<file path="config.mk">
export PLATFORM = sky130hd
export DESIGN_NAME = easyaxi_top
export DESIGN_NICKNAME = d
export VERILOG_FILES = /design/src/rtl/easyaxi_pkg.sv /design/src/rtl/easyaxi_mst.sv /design/src/rtl/easyaxi_slv.sv /design/src/rtl/easyaxi_top.sv
export SDC_FILE = /design/constraint.sdc
export NUM_CORES = 1
export LEC_CHECK = 0
export CAP_MARGIN = 20
export CORE_AREA = 5 5 67 63
export CTS_CLUSTER_SIZE = 30
export DETAILED_ROUTE_END_ITERATION = 10
export DIE_AREA = 0 0 72 68
export DONT_BUFFER_PORTS = 1
export PLACE_DENSITY = 0.73
export REMOVE_ABC_BUFFERS = 1
export SLEW_MARGIN = 5
export SYNTH_ARGS = -nofsm -noshare
export SYNTH_HDL_FRONTEND = slang
export SYNTH_SLANG_ARGS = --single-unit
</file>
<file path="constraint.sdc">
create_clock -name clk -period 3.93 [get_ports clk]
set_input_delay 0.786 -clock clk [delete_from_list [all_inputs] [get_ports clk]]
set_output_delay 0.786 -clock clk [all_outputs]
set_load 0.05 [all_outputs]
</file>
<file path="src/rtl/easyaxi_pkg.sv">
// Shared AXI encodings and FSM state types for the easyaxi read-channel demo.
package easyaxi_pkg;

   localparam logic [1:0] BURST_INCR  = 2'b01;
   localparam logic [1:0] RESP_OKAY   = 2'b00;
   localparam logic [1:0] RESP_SLVERR = 2'b10;
   localparam int         BEAT_BYTES  = 4;
   localparam logic [2:0] BEAT_SIZE   = 3'd2;

   typedef enum logic [1:0] {
      M_IDLE,
      M_AR,
      M_R,
      M_DONE
   } mst_state_t;

   typedef enum logic {
      S_IDLE,
      S_DATA
   } slv_state_t;

endpackage

</file>
<file path="src/rtl/easyaxi_mst.sv">
// AXI read master: issues NUM_TXN fixed INCR bursts, checks every returned beat.
module easyaxi_mst
   import easyaxi_pkg::*;
#(
   parameter int                    ADDR_WIDTH = 32,
   parameter int                    DATA_WIDTH = 32,
   parameter int                    ID_WIDTH   = 4,
   parameter int                    BURST_LEN  = 3,
   parameter int                    NUM_TXN    = 4,
   parameter logic [ADDR_WIDTH-1:0] BASE_ADDR  = 32'h0000_1000,
   parameter int                    CNT_W      = $clog2(NUM_TXN + 1)
) (
   input  logic                  clk,
   input  logic                  rst_n,
   input  logic                  enable,
   output logic                  arvalid,
   input  logic                  arready,
   output logic [ADDR_WIDTH-1:0] araddr,
   output logic [ID_WIDTH-1:0]   arid,
   output logic [7:0]            arlen,
   output logic [2:0]            arsize,
   output logic [1:0]            arburst,
   input  logic                  rvalid,
   output logic                  rready,
   input  logic [DATA_WIDTH-1:0] rdata,
   input  logic [1:0]            rresp,
   input  logic [ID_WIDTH-1:0]   rid,
   input  logic                  rlast,
   output logic                  done,
   output logic                  err,
   output logic [CNT_W-1:0]      txn_cnt
);

   localparam logic [ADDR_WIDTH-1:0] BURST_BYTES = ADDR_WIDTH'((BURST_LEN + 1) * BEAT_BYTES);
   localparam logic [CNT_W-1:0]      LAST_TXN    = CNT_W'(NUM_TXN);
   localparam logic [7:0]            LAST_BEAT   = 8'(BURST_LEN);

   mst_state_t            state, state_nxt;
   logic [CNT_W-1:0]      txn_q;
   logic [7:0]            beat_q;
   logic                  err_q;
   logic                  beat_hs;
   logic                  beat_bad;
   logic [ADDR_WIDTH-1:0] beat_addr;

   // Payload derives only from txn_q, which cannot change while arvalid is high.
   assign araddr  = BASE_ADDR + ADDR_WIDTH'(txn_q) * BURST_BYTES;
   assign arid    = ID_WIDTH'(txn_q);
   assign arlen   = LAST_BEAT;
   assign arsize  = BEAT_SIZE;
   assign arburst = BURST_INCR;

   assign beat_addr = araddr + ADDR_WIDTH'(beat_q) * ADDR_WIDTH'(BEAT_BYTES);
   assign beat_hs   = rvalid && rready;
   assign beat_bad  = (rdata != DATA_WIDTH'(beat_addr)) ||
                      (rresp != RESP_OKAY) ||
                      (rid != arid) ||
                      (rlast != (beat_q == LAST_BEAT));

   always_comb begin
      state_nxt = state;
      arvalid   = 1'b0;
      rready    = 1'b0;
      case (state)
         M_IDLE: begin
            if (txn_q == LAST_TXN)
               state_nxt = M_DONE;
            else if (enable)
               state_nxt = M_AR;
         end
         M_AR: begin
            arvalid = 1'b1;
            if (arready)
               state_nxt = M_R;
         end
         M_R: begin
            rready = 1'b1;
            if (rvalid && rlast)
               state_nxt = M_IDLE;
         end
         M_DONE:  state_nxt = M_DONE;
         default: state_nxt = M_IDLE;
      endcase
   end

   always_ff @(posedge clk or negedge rst_n) begin
      if (!rst_n) begin
         state  <= M_IDLE;
         txn_q  <= '0;
         beat_q <= '0;
         err_q  <= 1'b0;
      end else begin
         state <= state_nxt;
         if (beat_hs) begin
            err_q <= err_q | beat_bad;
            if (rlast) begin
               beat_q <= '0;
               txn_q  <= txn_q + 1'b1;
            end else begin
               beat_q <= beat_q + 8'd1;
            end
         end
      end
   end

   assign done    = (state == M_DONE);
   assign err     = err_q;
   assign txn_cnt = txn_q;

endmodule

</file>
<file path="src/rtl/easyaxi_slv.sv">
// AXI read slave: accepts one burst at a time, returns address-derived data beats.
module easyaxi_slv
   import easyaxi_pkg::*;
#(
   parameter int ADDR_WIDTH = 32,
   parameter int DATA_WIDTH = 32,
   parameter int ID_WIDTH   = 4
) (
   input  logic                  clk,
   input  logic                  rst_n,
   input  logic                  arvalid,
   output logic                  arready,
   input  logic [ADDR_WIDTH-1:0] araddr,
   input  logic [ID_WIDTH-1:0]   arid,
   input  logic [7:0]            arlen,
   input  logic [2:0]            arsize,
   input  logic [1:0]            arburst,
   output logic                  rvalid,
   input  logic                  rready,
   output logic [DATA_WIDTH-1:0] rdata,
   output logic [1:0]            rresp,
   output logic [ID_WIDTH-1:0]   rid,
   output logic                  rlast
);

   slv_state_t            state, state_nxt;
   logic                  ar_en_q;
   logic [7:0]            beat_q;
   logic [ADDR_WIDTH-1:0] addr_q;
   logic [7:0]            len_q;
   logic [ID_WIDTH-1:0]   id_q;
   logic                  ok_q;
   logic                  ar_hs;

   // ar_en_q keeps arready low while in reset and for the first cycle after release.
   assign arready = ar_en_q && (state == S_IDLE);
   assign ar_hs   = arvalid && arready;
   assign rvalid  = (state == S_DATA);
   assign rdata   = DATA_WIDTH'(addr_q + ADDR_WIDTH'(beat_q) * ADDR_WIDTH'(BEAT_BYTES));
   assign rid     = id_q;
   assign rlast   = rvalid && (beat_q == len_q);
   assign rresp   = ok_q ? RESP_OKAY : RESP_SLVERR;

   always_comb begin
      state_nxt = state;
      case (state)
         S_IDLE:  if (ar_hs) state_nxt = S_DATA;
         S_DATA:  if (rready && rlast) state_nxt = S_IDLE;
         default: state_nxt = S_IDLE;
      endcase
   end

   always_ff @(posedge clk or negedge rst_n) begin
      if (!rst_n) begin
         state   <= S_IDLE;
         ar_en_q <= 1'b0;
         beat_q  <= '0;
      end else begin
         state   <= state_nxt;
         ar_en_q <= 1'b1;
         if (ar_hs)
            beat_q <= '0;
         else if (rvalid && rready)
            beat_q <= rlast ? 8'd0 : beat_q + 8'd1;
      end
   end

   // Only fixed-size INCR bursts are supported; anything else is answered with SLVERR.
   always_ff @(posedge clk) begin
      if (ar_hs) begin
         addr_q <= araddr;
         len_q  <= arlen;
         id_q   <= arid;
         ok_q   <= (arburst == BURST_INCR) && (arsize == BEAT_SIZE);
      end
   end

endmodule

</file>
<file path="src/rtl/easyaxi_top.sv">
// Back-to-back AXI read master and slave over AR/R; exports completion and error status.
module easyaxi_top
   import easyaxi_pkg::*;
#(
   parameter int                    ADDR_WIDTH = 32,
   parameter int                    DATA_WIDTH = 32,
   parameter int                    ID_WIDTH   = 4,
   parameter int                    BURST_LEN  = 3,
   parameter int                    NUM_TXN    = 4,
   parameter logic [ADDR_WIDTH-1:0] BASE_ADDR  = 32'h0000_1000
) (
   input  logic                         clk,
   input  logic                         rst_n,
   input  logic                         enable,
   output logic                         done,
   output logic                         err,
   output logic [$clog2(NUM_TXN+1)-1:0] txn_cnt
);

   logic                  arvalid;
   logic                  arready;
   logic [ADDR_WIDTH-1:0] araddr;
   logic [ID_WIDTH-1:0]   arid;
   logic [7:0]            arlen;
   logic [2:0]            arsize;
   logic [1:0]            arburst;
   logic                  rvalid;
   logic                  rready;
   logic [DATA_WIDTH-1:0] rdata;
   logic [1:0]            rresp;
   logic [ID_WIDTH-1:0]   rid;
   logic                  rlast;

   easyaxi_mst #(
      .ADDR_WIDTH (ADDR_WIDTH),
      .DATA_WIDTH (DATA_WIDTH),
      .ID_WIDTH   (ID_WIDTH),
      .BURST_LEN  (BURST_LEN),
      .NUM_TXN    (NUM_TXN),
      .BASE_ADDR  (BASE_ADDR),
      .CNT_W      ($clog2(NUM_TXN + 1))
   ) u_mst (
      .clk     (clk),
      .rst_n   (rst_n),
      .enable  (enable),
      .arvalid (arvalid),
      .arready (arready),
      .araddr  (araddr),
      .arid    (arid),
      .arlen   (arlen),
      .arsize  (arsize),
      .arburst (arburst),
      .rvalid  (rvalid),
      .rready  (rready),
      .rdata   (rdata),
      .rresp   (rresp),
      .rid     (rid),
      .rlast   (rlast),
      .done    (done),
      .err     (err),
      .txn_cnt (txn_cnt)
   );

   easyaxi_slv #(
      .ADDR_WIDTH (ADDR_WIDTH),
      .DATA_WIDTH (DATA_WIDTH),
      .ID_WIDTH   (ID_WIDTH)
   ) u_slv (
      .clk     (clk),
      .rst_n   (rst_n),
      .arvalid (arvalid),
      .arready (arready),
      .araddr  (araddr),
      .arid    (arid),
      .arlen   (arlen),
      .arsize  (arsize),
      .arburst (arburst),
      .rvalid  (rvalid),
      .rready  (rready),
      .rdata   (rdata),
      .rresp   (rresp),
      .rid     (rid),
      .rlast   (rlast)
   );

endmodule

</file>
==> results.cfg, run 1 <==
[worst_setup_path]
crit_start = u_mst.txn_cnt[0]
required_ns = 4.08
cp_max_fo = 6
rr_startpoint = u_mst.txn_cnt[0]
start_kind = flip-flop
arrival_ns = 2.70
reg2reg_depth = 8
path_class = reg2reg
endpoint_kind = flip-flop

[routing]
drc = 0
wirelength_um = 3653
drt_iter0_markers = 98
vias_per_cell = 5.552
vias = 1338
firstDrtPassIters = 4
drtAntennaViolNets = 0
routedWlPerCell_um = 15.16

[grt]
first_global_vias = 1333
grt_overflow = 0
grt_antenna_before_repair = 0
grt_start_max_net_pins = 25
grt_pass1_wl_um = 6382
grtUsageTotal_pct = 17.00

[yosys]
ys_ff_latch = 27
synthXorXnorAreaFrac_pct = 13.41
ys.flop_type = dfrtp_1
netlist_instances = 195
yosysWarnings = 0
synth-compound-area-share_pct = 10.60
avgSynthCellArea_sq_um = 9.381
synth_top_area_share_pct = 32.83
synth_top_cells_by_count = 24 x dfrtp_1, 24 x nand2_1, 16 x nor2_1, 15 x ha_1, 15 x xor2_1
synthAdderAreaFrac_pct = 12.45
synth.area.top_cells = dfrtp_1 33%, ha_1 10%, xor2_1 7.2%
synth_top_cell_by_area = dfrtp_1
ys_seq_area_share_pct = 37.76
yosys.area_share.simple_pct = 21.34
synth_mux_area_share_pct = 0.5472
syn-cell-area_sq_um = 1829
yosys.cell_types.count = 42
async_flop_share_pct = 88.89
synth_edf_count = 3
synth_top_family_by_area = simple AND/OR/NAND/NOR gates

[cts]
cts_buffers = 3
cts_htree_levels = 1
root_buffer = clkbuf_8
hold_buffers = 0
cts-resized-gates = 0
cts_sinks = 27
cts_setup_buffers = 0
cts_tree = built
clk_latency_ns = 0.27
clk_pin_slew_ns = 0.09
clockBufferDepth = 2

[sta]
max_freq_mhz = 392.9
fin_crit_ns = 2.545
setup_violations = 0
tightest_slew_ns = 0.7118
fin_worst_skew_ns = 0.001893
setup_ws_ns = 1.385
slew_violations = 0
final.setup.tns_ns = 0
rsz0062_at_grt = false
fin_crit_sh_pct = 64.76
slew_headroom_pct = 52.55
finalHoldViolations = 0

[finish]
fin_area_sq_um = 1914
drive_gt1_share_pct = 4.103
diodes = 0
layout.nets = 216
synthToLayoutAreaGrowth_pct = 4.651

[run_status]
status = completed

[floorplanning]
die_w_um = 72
core_sq_um = 3521
initial_core_util_pct = 51.95
die-area_sq_um = 4896
io_pins = 8
die_h_um = 68
num_rows = 21

[placed_design]
place_hpwl_um = 2780
dp_slack_ns = 1.393
gp_congestion = 0.9074
dpl-instance-area_sq_um = 1868
portBuffers = 0

[min_path]
min_path_type = in2async

[power]
vdd_ir_drop_max_v = 0.0002073
power_density_nw_per_um2 = 229.6
p_leak_nw = 0.8354

[job]
drv_cap = 0
[final cells by class]
type	instances	area, sq um
Sequential cell	27	690.7
Tap cell	46	57.56
Multi-Input combinational cell	151	1071
Clock inverter	1	5.005
Fill cell	328	1607
Clock buffer	3	41.29
Inverter	13	48.80
[worst paths after layout]
check,end,slack (ns)
max,u_mst.err,1.38
max reg2reg,u_mst.err,1.38
min in group clk,u_mst.beat_q[1],0.55
min,u_mst.txn_cnt[0],0.20
min reg2reg,u_mst.beat_q[1],0.55
max in group asynchronous,u_mst.beat_q[1],3.66
[cell usage in the layout (no fill, tap or decap), drive strengths merged, types with 2 or more instances in the layout]
cell | Yosys | final
nand2 | 24 | 24
dfrtp | 24 | 24
nor2 | 16 | 16
xor2 | 15 | 15
ha | 15 | 15
inv | 13 | 13
xnor2 | 13 | 13
o21ai | 10 | 10
nand3 | 8 | 8
a21oi | 6 | 6
nor4 | 5 | 5
and3 | 4 | 4
or2 | 3 | 3
a21o | 3 | 3
o2111ai | 3 | 3
clkbuf | 1 | 3
edfxtp | 3 | 3
nor4b | 2 | 2
nand4 | 2 | 2
o31ai | 2 | 2
nor2b | 2 | 2
fa | 2 | 2
and2 | 2 | 2
[state kept, by name, indices dropped and copies added, names as in the netlist]
signal	count
u_slv.ar_en_q	1
u_slv.rvalid	1
u_slv.beat_q	8
u_slv.rid	3
u_mst.txn_cnt	3
u_mst.beat_q	8
u_mst.err	1
u_mst.state	2
[critical path, cell delays in order (launching register included)]
cell and delay [ns]:
dfrtp_1 0.74, ha_1 0.28, inv_1 0.06, fa_1 0.44, xor2_1 0.17, nor4_1 0.28, nand3_1 0.13, nor4_2 0.22
a31oi_1 0.10
[per-layer routing]
layer / GRT usage, % / up-vias / wire, um
li1: - / 664 / -
met1: 21.92 / 643 / 1702
met4: 2.817 / 0 / 17
met2: 30.28 / 29 / 1787
met5: 0 / - / 0
met3: 3.231 / 2 / 146
[cells by family (layout without fill, tap and decap cells)]
group,count (synthesis),in the layout
compound gates,30,30
xor+xnor,28,28
fa+ha+maj,17,17
buf+inv,17,17
flops,27,27
mux,1,1
other cells,1,1
simple gates,74,74
[through the flow]
stage               hold WS, ns  power, mW  std cells  utilization (%)
detailed placement       0.4911     0.2882        237            53.06
global route             0.1748     0.4577        241            54.37
floorplan                0.4904     0.2881        191                -
global placement         0.4913     0.2882        237            53.06
CTS                      0.1908     0.4442        241            54.37
finish                   0.1969     0.4396        241            54.37
[power breakdown]
group	switching, mW	total (mW)	leakage [nW]	internal, mW
clock	0.0859	0.157	0.0255	0.0710
sequential	0.000292	0.282	0.343	0.282
combinational	0.000228	0.000420	0.467	0.000191
No activity file was read; power rests on OpenSTA's default activity.
==> run 2, diff against run 1 <==
Settings changed: PLACE_DENSITY 0.73 to 0.76.
Clock period 3.93 ns to 2.3 ns, I/O delays scaled along.
==> results.cfg, run 2 (same netlist as run 1, synthesis figures left out) <==
[cts]
root_buffer = clkbuf_8
cts_buffers = 3
cts_sinks = 27
clk_latency_ns = 0.28
cts_tree = built
clk_pin_slew_ns = 0.10
clockBufferDepth = 2
cts-resized-gates = 0
cts_htree_levels = 1

[sta]
fin_crit_ns = 2.117
setup_ws_ns = 0.1835
hold_slack_ns = 0.5672
setup_violations = 0
finalHoldViolations = 0
slew_violations = 0
fin_worst_skew_ns = 0.01073
fin_crit_sh_pct = 92.02
slew_headroom_pct = 63.73
rsz0062_at_grt = false
tightest_slew_ns = 0.5441
max_freq_mhz = 472.5

[routing]
routedWlPerCell_um = 15.74
drt_iter0_markers = 55
drtAntennaViolNets = 0
wirelength_um = 3950
firstDrtPassIters = 4
drc = 0
vias = 1395
vias_per_cell = 5.558

[floorplanning]
die-area_sq_um = 4896
die_w_um = 72
core_sq_um = 3521
die_h_um = 68
initial_core_util_pct = 51.95
io_pins = 8
num_rows = 21

[placed_design]
dp_slack_ns = 0.1231
portBuffers = 0
place_hpwl_um = 3011
gp_congestion = 0.8863

[grt]
first_global_vias = 1508
grt_start_max_net_pins = 25
grt_overflow = 0
grt_pass1_wl_um = 6920
grt_antenna_before_repair = 0
grtUsageTotal_pct = 18.14

[worst_setup_path]
path_class = reg2reg
cp_max_fo = 2
arrival_ns = 2.28
endpoint_kind = flip-flop
start_kind = flip-flop
required_ns = 2.46
reg2reg_depth = 8

[min_path]
hold_path_depth = 2
min_path_type = reg2reg

[finish]
mostFrequentLayoutCells = 24 x nand2_1, 24 x dfrtp_1, 16 x nor2_1
layout.nets = 226
diodes = 0
reg_top3 = u_mst.beat_q: 8 flops, u_slv.beat_q: 8 flops
drive_gt1_share_pct = 8.293
synthToLayoutAreaGrowth_pct = 9.576

[power]
power_density_nw_per_um2 = 384.1
vdd_ir_drop_max_v = 0.0004311
p_leak_nw = 0.8914

[run_status]
status = completed

[job]
drv_cap = 0
run 2: cell count changes in the layout (fill, tap and decap cells not counted):
cell / previous run / this run
buf_12: 0 / 1
buf_4: 0 / 8
dlygate4sd3_1: 0 / 1
run 2: path summary, 6_finish.rpt:
path                                start               to  slack [ns]
hold / removal             u_mst.state[0]   u_mst.state[0]        0.57
max in group asynchronous           rst_n     u_slv.rvalid        1.54
min in group asynchronous           rst_n  u_mst.beat_q[0]        0.60
hold reg to reg            u_mst.state[0]   u_mst.state[0]        0.57
setup / recovery             u_slv.rid[0]        u_mst.err        0.18
setup reg to reg             u_slv.rid[0]        u_mst.err        0.18
run 2: timing repair:
item,CTS,global route
hold endpoints to repair,24,0
buffers inserted,0,0
endpoints found under the setup margin,0,1
hold buffers,2,0
run 2: stage by stage:
step	total power, mW	cells	utilization, %	setup TNS [ns]	area [sq um]
global placement	0.4924	245	54.76	0	1928
global route	0.8019	251	56.93	0	2004
CTS	0.7788	251	56.93	0	2004
finish	0.7699	251	56.93	0	2004
floorplan	0.4923	191	-	-0.08455	1810
detailed placement	0.4923	245	54.76	0	1928
run 2: per-layer routing:
| layer | track usage [%] | part of all wire [%] | vias to the layer above |
|---|---|---|---|
| li1 | - | - | 690 |
| met1 | 21.71 | 46 | 671 |
| met2 | 32.57 | 49 | 25 |
| met3 | 4.405 | 4.0 | 9 |
| met4 | 5.164 | 1.4 | 0 |
| met5 | 0 | 0 | - |
run 2: area by class of cell:
type | instances | area, sq um
Tap cell | 46 | 57.56
Sequential cell | 27 | 690.7
Clock inverter | 1 | 5.005
Timing Repair Buffer | 10 | 90.09
Clock buffer | 3 | 41.29
Inverter | 13 | 48.80
Fill cell | 307 | 1516
Multi-Input combinational cell | 151 | 1071
run 2: critical path: stages, from the launching register on:
cell and delay [ns]:
edfxtp_1 0.42, ha_1 0.23, inv_1 0.09, fa_1 0.43, xor2_1 0.16, nor4_1 0.21, nand3_1 0.14, nor4_2 0.22
a31oi_1 0.11
run 2: report_power, final:
| group | internal, mW | switching, mW |
|---|---|---|
| logic | 0.00493 | 0.00934 |
| clock network | 0.122 | 0.152 |
| registers | 0.482 | 0.000360 |
==> run 3, diff against run 2 <==
Settings changed: ABC_CLOCK_PERIOD_IN_PS set to 2300, CORE_AREA 5 5 67 63 to 4 4 63 65, DIE_AREA 0 0 72 68 to 0 0 67 69, PLACE_DENSITY 0.76 to 0.75.
==> results.cfg, run 3 (same netlist as run 1, synthesis figures left out) <==
[routing]
wirelength_um = 3744
drc = 0
vias = 1407
routedWlPerCell_um = 15.04
vias_per_cell = 5.651
drtAntennaViolNets = 0
drt_iter0_markers = 94
firstDrtPassIters = 4

[cts]
cts_buffers = 3
cts_htree_levels = 1
cts_tree = built
clockBufferDepth = 2
root_buffer = clkbuf_4
cts_sinks = 27
clk_latency_ns = 0.34
clk_pin_slew_ns = 0.16
cts_setup_buffers = 0

[power]
p_leak_nw = 0.8710
vdd_ir_drop_max_v = 0.0004406
power_density_nw_per_um2 = 364.4

[floorplanning]
die_h_um = 69
die-area_sq_um = 4623
io_pins = 8
die_w_um = 67
initial_core_util_pct = 54.82
num_rows = 21
core_sq_um = 3337

[placed_design]
gp_congestion = 0.8558
portBuffers = 0
place_hpwl_um = 2922
dp_slack_ns = 0.08762

[grt]
grtUsageTotal_pct = 18.10
busiest_layer = met2
grt_pass1_wl_um = 6568
grt_start_max_net_pins = 25
first_global_vias = 1369
grt_overflow = 0
met1_usage_pct = 25.05
grt_use_met2_pct = 28.28
use_met3_pct = 3.734
grt_antenna_before_repair = 0

[sta]
slew_violations = 0
fin_crit_ns = 2.218
rsz0062_at_grt = false
setup_ws_ns = 0.08194
setup_violations = 0
max_freq_mhz = 450.8
fin_worst_skew_ns = 0.007464
slew_headroom_pct = 63.20
finalHoldViolations = 0
tightest_slew_ns = 0.5520
fin_crit_sh_pct = 96.44
final.setup.tns_ns = 0

[min_path]
min_path_type = in2async

[finish]
drive_gt1_share_pct = 7.882
mostFrequentLayoutCells = 24 x nand2_1, 23 x dfrtp_1, 16 x nor2_1
reg_top3 = u_mst.beat_q: 8 flops, u_slv.beat_q: 8 flops
diodes = 0
n_fill_cell = 298
mostFrequentLayoutCell = nand2_1
layout.nets = 224
synthToLayoutAreaGrowth_pct = 7.729

[run_status]
status = completed

[worst_setup_path]
start_kind = flip-flop
endpoint_kind = flip-flop
cp_max_fo = 5
arrival_ns = 2.45
path_class = reg2reg
required_ns = 2.53

[job]
drv_cap = 0
==> run 3: worst paths after layout <==
path | startpoint | to | slack (ns) | cells after the start
worst max-delay path | u_mst.beat_q[2] | u_mst.err | 0.08 | 8
worst min-delay path | rst_n | u_mst.beat_q[0] | 0.39 | 1
worst max register to register | u_mst.beat_q[2] | u_mst.err | 0.08 | 8
worst min register to register | u_mst.beat_q[1] | u_mst.beat_q[1] | 0.57 | 2
max in group asynchronous | rst_n | u_mst.beat_q[2] | 1.48 | 2
min in group clk | u_mst.beat_q[1] | u_mst.beat_q[1] | 0.57 | 2
==> run 3: metrics by stage <==
| stage | std cells | hold slack (ns) | util [%] | power (mW) | instance area [sq um] |
|---|---|---|---|---|---|
| 6_report | 249 | 0.3926 | 59.06 | 0.7181 | 1971 |
| 2_1_floorplan | 191 | 0.1644 | - | 0.4923 | 1810 |
| 5_1_grt | 249 | 0.3891 | 59.06 | 0.7493 | 1971 |
| 3_3_place_gp | 243 | 0.1653 | 57.33 | 0.4923 | 1913 |
| 4_1_cts | 248 | 0.5685 | 58.57 | 0.7226 | 1954 |
| 3_5_place_dp | 243 | 0.1652 | 57.33 | 0.4923 | 1913 |
==> run 3: cell type report <==
cell class | instances | area (sq um) | share of cell area, %
Multi-Input combinational cell | 151 | 1071 | 54.35
Tap cell | 46 | 57.56 | 2.921
Timing Repair Buffer | 8 | 70.07 | 3.556
Clock buffer | 3 | 22.52 | 1.143
Sequential cell | 27 | 691.9 | 35.11
Inverter | 13 | 48.80 | 2.476
Clock inverter | 1 | 8.758 | 0.4444
==> run 3: worst max-delay path, stage by stage (launching register included) <==
cell	delay, ns
dfrtp_2	0.48
ha_1	0.21
inv_1	0.07
fa_1	0.42
xor2_1	0.17
nor4_1	0.29
nand3_1	0.13
nor4_2	0.22
a31oi_1	0.12
==> run 3: power breakdown <==
group          switching [mW]  leakage (nW)  total [mW]  internal, mW
clock network           0.152        0.0183       0.223        0.0712
logic                 0.00870         0.511      0.0125       0.00384
registers            0.000344         0.342       0.482         0.482
total                   0.161         0.871       0.718         0.557
==> run 3: repair_timing <==
action,4_1_cts,5_1_grt
endpoints found under the hold margin,24,0
resized for setup,0,1
hold buffers,1,0
endpoints found under the setup margin,0,1
==> run 3: layer usage <==
layer / wire [um] / vias to the layer above
met2: 1920 / 36
met4: 36 / 0
li1: - / 687
met5: 0 / -
met1: 1601 / 680
met3: 185 / 4
